File: config.mk
export PLATFORM = sky130hd
export DESIGN_NAME = regfile_wb_arbiter
export DESIGN_NICKNAME = d
export VERILOG_FILES = /design/src/rtl/regfile_wb_arbiter.sv
export SDC_FILE = /design/constraint.sdc
export NUM_CORES = 1
export LEC_CHECK = 0
export CORE_MARGIN = 5
export CORE_UTILIZATION = 35
export CTS_CLUSTER_SIZE = 25
export DETAILED_ROUTE_END_ITERATION = 10
export GPL_TIMING_DRIVEN = 0
export MAX_ROUTING_LAYER = met4
export PLACE_DENSITY = 0.67
export SLEW_MARGIN = 0
export SYNTH_ARGS = -nofsm -noshare
export SYNTH_HDL_FRONTEND = slang
export SYNTH_SLANG_ARGS = --single-unit
File: constraint.sdc
create_clock -name clk -period 17.3 [get_ports clk]
set_input_delay 3.46 -clock clk [delete_from_list [all_inputs] [get_ports clk]]
set_output_delay 3.46 -clock clk [all_outputs]
set_load 0.01 [all_outputs]
File: src/rtl/regfile_wb_arbiter.sv
// rtl/regfile_wb_arbiter.sv - round-robin arbiter sharing two register-file write ports among four producers
module regfile_wb_arbiter (
  input  logic         clk,
  input  logic         rst,
  input  logic [3:0]   req_valid,
  input  logic [19:0]  req_addr,
  input  logic [127:0] req_data,
  output logic [3:0]   req_ready,
  output logic         write_en_0,
  output logic         write_en_1,
  output logic [31:0]  write_addr_0,
  output logic [31:0]  write_addr_1,
  output logic [31:0]  write_data_0,
  output logic [31:0]  write_data_1,
  output logic [1:0]   rr_ptr
);

  localparam int NREQ = 4;

  logic [4:0]  addr_a [NREQ];
  logic [31:0] data_a [NREQ];

  for (genvar i = 0; i < NREQ; i++) begin : g_unpack
    assign addr_a[i] = req_addr[5*i +: 5];
    assign data_a[i] = req_data[32*i +: 32];
  end

  logic        write_en_0_q, write_en_0_d;
  logic        write_en_1_q, write_en_1_d;
  logic [31:0] write_addr_0_q, write_addr_0_d;
  logic [31:0] write_addr_1_q, write_addr_1_d;
  logic [31:0] write_data_0_q, write_data_0_d;
  logic [31:0] write_data_1_q, write_data_1_d;
  logic [1:0]  rr_ptr_q, rr_ptr_d;

  logic        g0_vld, g1_vld;
  logic [1:0]  g0_idx, g1_idx, scan_idx;
  logic [3:0]  grant;

  // Slot 1 skips a requester targeting the same nonzero register as slot 0.
  always_comb begin
    g0_vld   = 1'b0;
    g1_vld   = 1'b0;
    g0_idx   = 2'd0;
    g1_idx   = 2'd0;
    scan_idx = 2'd0;
    for (int j = 0; j < NREQ; j++) begin
      scan_idx = rr_ptr_q + 2'(j);
      if (req_valid[scan_idx]) begin
        if (!g0_vld) begin
          g0_vld = 1'b1;
          g0_idx = scan_idx;
        end else if (!g1_vld &&
                     !((addr_a[scan_idx] == addr_a[g0_idx]) && (addr_a[g0_idx] != 5'd0))) begin
          g1_vld = 1'b1;
          g1_idx = scan_idx;
        end
      end
    end
    grant = 4'b0000;
    if (g0_vld) grant[g0_idx] = 1'b1;
    if (g1_vld) grant[g1_idx] = 1'b1;
  end

  assign req_ready = grant & {NREQ{~rst}};

  always_comb begin
    write_en_0_d   = 1'b0;
    write_en_1_d   = 1'b0;
    write_addr_0_d = write_addr_0_q;
    write_addr_1_d = write_addr_1_q;
    write_data_0_d = write_data_0_q;
    write_data_1_d = write_data_1_q;
    rr_ptr_d       = rr_ptr_q;
    if (g0_vld) begin
      write_en_0_d   = |addr_a[g0_idx];
      write_addr_0_d = {27'd0, addr_a[g0_idx]};
      write_data_0_d = data_a[g0_idx];
      rr_ptr_d       = g0_idx + 2'd1;
    end
    if (g1_vld) begin
      write_en_1_d   = |addr_a[g1_idx];
      write_addr_1_d = {27'd0, addr_a[g1_idx]};
      write_data_1_d = data_a[g1_idx];
      rr_ptr_d       = g1_idx + 2'd1;
    end
  end

  always_ff @(posedge clk or posedge rst) begin
    if (rst) begin
      write_en_0_q   <= 1'b0;
      write_en_1_q   <= 1'b0;
      write_addr_0_q <= 32'd0;
      write_addr_1_q <= 32'd0;
      write_data_0_q <= 32'd0;
      write_data_1_q <= 32'd0;
      rr_ptr_q       <= 2'd0;
    end else begin
      write_en_0_q   <= write_en_0_d;
      write_en_1_q   <= write_en_1_d;
      write_addr_0_q <= write_addr_0_d;
      write_addr_1_q <= write_addr_1_d;
      write_data_0_q <= write_data_0_d;
      write_data_1_q <= write_data_1_d;
      rr_ptr_q       <= rr_ptr_d;
    end
  end

  assign write_en_0   = write_en_0_q;
  assign write_en_1   = write_en_1_q;
  assign write_addr_0 = write_addr_0_q;
  assign write_addr_1 = write_addr_1_q;
  assign write_data_0 = write_data_0_q;
  assign write_data_1 = write_data_1_q;
  assign rr_ptr       = rr_ptr_q;

endmodule

# [After elaboration in Yosys (flattened, before gate mapping)]
# Index checks and enable logic that the tools add are counted.
[word_totals] register_bits=78 latchBits=0 ram_bits=0 mem_bits_ro=0 input_bits=154 output_inout_bits=136 word_cells=136 mem_count=0
[op_classes] add_sub_neg=5 mul=0 div_mod_pow=0 order_cmp=16 eq_ne=3 shift=0 n_mux=77 bitwise=11 n_reduce_logical=17
[op_table] op="binary-select mux 32 bit (select 2 bit)" n=2
[op_table] op="two-way mux 32 bit" n=4
[op_table] op="binary-select mux 5 bit (select 2 bit)" n=8
[op_table] op="two-way mux 5 bit" n=16
[op_table] op="two-way mux 2 bit" n=18
[op_table] op=">= comparator 3 bit (second input constant)" n=8
[op_table] op="inverter 2 -> 3 bit" n=8
[op_table] op="two-way mux 1 bit" n=21
[op_table] op="< comparator 2 x 3 -> 1 bit (second input constant)" n=6
[op_table] op="equality test 5 bit" n=3
[op_table] op="nonzero test 5 bit" n=3
[op_table] op="OR reduction 5 bit" n=2
[op_table] op="binary-select mux 1 bit (select 2 bit)" n=4
[op_table] op="two-way mux 4 bit" n=2
[op_table] op="logical AND 1 bit" n=7
[op_table] op="adder 2 x 1 -> 2 bit (second input constant)" n=3
[op_table] op="adder 2 bit (second input constant)" n=2
[op_table] op="AND 4 bit" n=1
[op_table] op="demux 1 bit (select 2 bit)" n=2
[op_table] op=">= comparator 2 x 1 -> 1 bit (second input constant)" n=2
[op_table] op="logical NOT 1 bit" n=4
[op_table] op="OR 4 bit" n=1
[op_table] op="nonzero test 2 bit" n=1
[op_table] op="inverter 1 bit" n=1

# [Longest topological paths before layout]
[depth] ltp_word=29 ltp_mapped=20 mapped_depth_nobuf=16

# [Worst setup path after synthesis]
# Ideal clock, no wire load.
[synth_timing] path_kind="in2out" start="input req_valid[3]" end="output req_ready[1]" t_arrival_ns=7.199 required_ns=13.840 slack_ns=6.641 stages=17 n_path_buf=3 path_cell_list="buf_1 > and2_1 > o21ai_1 > o21ai_0 > ha_1 > nor2_1 > a21oi_4 > mux2i_4 > mux4_2 > xor2_1 > o31ai_4 > o21bai_1 > a31oi_4 > buf_4 > buf_4 > nand2_1 > a21oi_1"
[synth_between] elab_chain_len=29 word_cells_on_any_way=78 cone_classes="4 x order compare; 3 x eq/ne; 52 x mux; 5 x bitwise; 14 x reduce/logical"
[synth_lines] item="start: declaration" line_no="5" rtl="input logic [3:0] req_valid,"
[synth_lines] item="binary-select mux 1 bit (select 2 bit)" line_no="49" rtl="if (req_valid[scan_idx]) begin"
[synth_lines] item="two-way mux 1 bit (implied by the code)" line_no="49"
[synth_lines] item="two-way mux 2 bit" line_no="49"
[synth_lines] item="inverter 2 -> 3 bit (implied by the code)" line_no="54" rtl="!((addr_a[scan_idx] == addr_a[g0_idx]) && (addr_a[g0_idx] != 5'd0))) begin"
[synth_lines] item="binary-select mux 5 bit (select 2 bit)" line_no="54"
[synth_lines] item="two-way mux 5 bit (implied by the code) (2 in a row)" line_no="54"
[synth_lines] item="equality test 5 bit or nonzero test 5 bit (tied branches)" line_no="54"
[synth_lines] item="logical AND 1 bit" line_no="54"
[synth_lines] item="(+12 left out)"
[synth_lines] item="two-way mux 2 bit" line_no="49"
[synth_lines] item="< comparator 2 x 3 -> 1 bit (implied by the code) or >= comparator 2 x 1 -> 1 bit (tied branches)" line_no="62" rtl="if (g1_vld) grant[g1_idx] = 1'b1;"
[synth_lines] item="logical AND 1 bit (implied by the code)" line_no="62"
[synth_lines] item="two-way mux 1 bit (implied by the code)" line_no="62"
[synth_lines] item="demux 1 bit (select 2 bit)" line_no="62"
[synth_lines] item="OR 4 bit (no source line)"
[synth_lines] item="two-way mux 4 bit *" line_no="62"
[synth_lines] item="AND 4 bit *" line_no="65" rtl="assign req_ready = grant & {NREQ{~rst}};"
[synth_lines] item="end: declaration" line_no="8" rtl="output logic [3:0] req_ready,"
# Every way passes the cells marked *; elsewhere a longest branch is shown, timed or not. The select of a mux whose other input is x is not followed.

# [Worst setup path after layout]
# Same ends and word-level chain as after synthesis.

==> impl_metrics.yaml <==
cells_and_area:
  seqCellArea_um2: 1950
  antenna_cells: 0
  final_nets: 1385
  multi_input_area_um2: 4730
  final_cell_mix: "nand2_1, clkdlybuf4s50_1, a21oi_1"
  area_growth_pct: 43.3
  drive_gt1_share_pct: 13.1
  final_area_um2: 10400
  layout_commonest_cell: "nand2_1"
  instances_no_fill: 1504
  fillCellCount: 1966
place:
  post-place-cells: 1489
  dpl.hpwl_mm: 22.8
  place_area_um2: 10100
  gp_routability_congestion: 0.957
  place_ws_ns: 4.76
  io_buffers: 225
logic_synthesis:
  syn_inst: 940
  synthArstFlopShare_pct: 100
  synth_edf_count: 0
  synth_top_area_cell: "dfrtp_1"
  yosys_warnings: 0
  syn_area_per_cell_um2: 7.75
  synthesis.area_um2: 7280
  synth_cell_types: 65
  ys_seq_area_share_pct: 26.8
  synth_top_area_share_pct: 26.8
  yosys-top-cells-area: "dfrtp_1, nand2_1, a21oi_1"
  ys.flop_type: "dfrtp_1"
  ys_ff_latch: 78
clock_tree:
  clkLatencyLatePin_ns: 0.34
  htree_levels: 3
  cts_resized: 0
  numCtsBuffers: 9
  root_buffer: "clkbuf_16"
  cts_tree: "built"
  clock_sinks: 78
  post_cts_buffers: 0
  cts_hold_buf: 0
  clk_pin_slew_ns: 0.06
  cts_buffer_depth: 2
floorplanning:
  ioPinCount: 290
  coreArea_um2: 20400
  die-area_um2: 23800
  initial_core_util_pct: 35.8
  chipWidth_um: 154
  num_rows: 52
  fp.dieH_um: 154
sta:
  fin_tns_setup_ns: 0
  slew_violations: 0
  fmax_mhz: 79.6
  relSlewSlack_pct: 28.9
  setup_violations: 0
  min_period_ns: 12.56
  hold_viol: 0
  timing.final.crit_share_pct: 72.6
  tightestPinTransition_ns: 1.07
  rsz0062_at_grt: "no"
  fin_skew_ns: 0.00743
  layout_setup_ws_ns: 4.74
flow_run:
  maxCapViolCount: 0
route:
  wl_per_cell_um: 20.0
  num_vias: 8196
  drt_iter0_markers: 477
  ant_nets: 0
  vias_per_cell: 5.45
  drcViolationCount: 0
  dr.pass1.iters: 5
  drt_wl_total_mm: 30.0
worst_setup_path:
  reg2reg_depth: 18
  cp.depth: 19
  worst_setup_path_start_kind: "primary input"
  crit_chain: "clkdlybuf4s50_1 -> buf_1 -> and2_1 -> o21ai_1 -> o21ai_0 -> ha_1 -> nor2_1 -> a21oi_4 -> mux2i_4 -> mux4_2 -> xor2_1 -> o31ai_4 -> o21bai_1 -> a31oi_4 -> buf_4 -> buf_4 -> nand2_1 -> a21oi_1 -> clkdlybuf4s50_1"
  worstSetupEndpointType: "primary output"
  r2r_setup_slack_ns: 11.01
  worstPathMaxFanout: 10
  cp_top_family: "buffers and inverters"
  cpMaxStageDelayCell: "clkdlybuf4s50_1"
  crit_arrival_ns: 9.10
  crit_type: "in -> out"
  critPathMaxStageDelay_ns: 0.60
  crit_required_ns: 13.84
  critPathBufInv: 5
grt:
  grt_use_total_pct: 24.7
  antenna_found_initial: 0
  grt_pass1_vias: 8081
  grt_pass1_wl_mm: 45.8
  grt_max_degree: 68
  grt_overflow_total: 0
pwr:
  power.leakage_nw: 4.46
  power_density_nw_per_um2: 210
  ir_drop_mv: 0.101
outcome:
  status: "complete, no violations"
worst_hold_path:
  hp-class: "reg -> reg"
  whs_path_depth: 2
worst min-delay path: stages, from the launching register on:
cell and delay [ns]:
dfrtp_1 0.34, nand2_1 0.04, o21ai_0 0.06
synth_stat cells (all sizes together), types with 4 or more instances:
library cell,number
buf,86
a32oi,15
or2,5
o21ai,58
nor2,37
mux2i,45
a21oi,122
nor3,10
and2,6
a211oi,6
a31oi,6
xor2,5
nand2,230
o21a,4
mux2,43
mux4,21
dfrtp,78
inv,16
clkbuf,46
a311oi,4
xnor2,6
nor4,5
o211ai,4
o22ai,37
state kept, by name, summed over array words and instances (netlist names):
name and flops:
rr_ptr 2, write_addr_0 5, write_addr_1 5, write_data_0 32
write_data_1 32, write_en_0 1, write_en_1 1
area by class of cell:
type                       instances  share of cell area, %
multi-input combinational        767                   45.3
timing repair buffer             226                   21.8
sequential                        78                   18.7
buffer                           132                   7.08
tap                              270                   3.24
clock buffer                      11                   2.32
clock inverter                     4                  0.911
inverter                          16                  0.599
where the power goes:
part | total (W) | internal, W | switching (W)
registers | 0.000344 | 0.000288 | 0.0000554
logic | 0.00163 | 0.000695 | 0.000936
clock network | 0.000223 | 0.000144 | 0.0000791
per-stage QoR:
stage	hold WS, ns	power (W)	utilization (%)
finish	0.478	0.00220	51.3
global route	0.499	0.00235	51.3
CTS	0.482	0.00219	51.3
detailed placement	0.470	0.00196	49.6
global placement	0.460	0.00194	49.5
floorplan	0.516	0.00137	-
logic make-up after synthesis:
kind of cell / synth area share, %
adder cells (fa/ha/maj): 0.309
AO/OA/AOI/OAI: 23.7
buffers and inverters: 11.0
flip-flops: 26.8
multiplexers: 19.5
other: 0.0515
AND/OR/NAND/NOR: 17.4
XOR/XNOR: 1.32
layer usage:
metal	up-vias	part of all wire, %	GRT usage [%]
li1	3828	-	-
met1	3936	40	30.4
met2	380	49	40.8
met3	52	8.8	5.64
met4	0	2.6	7.32
met5	-	0	-
worst paths after layout:
path	from	to
max	req_valid[3]	req_ready[1]
min	write_data_0[23]	write_data_0[23]
max reg2reg	rr_ptr[1]	write_data_1[1]
min reg2reg	write_data_0[23]	write_data_0[23]
max in group asynchronous	rst	write_addr_0[2]
min in group asynchronous	rst	write_data_1[24]
No activity file was read; power rests on OpenSTA's default activity.
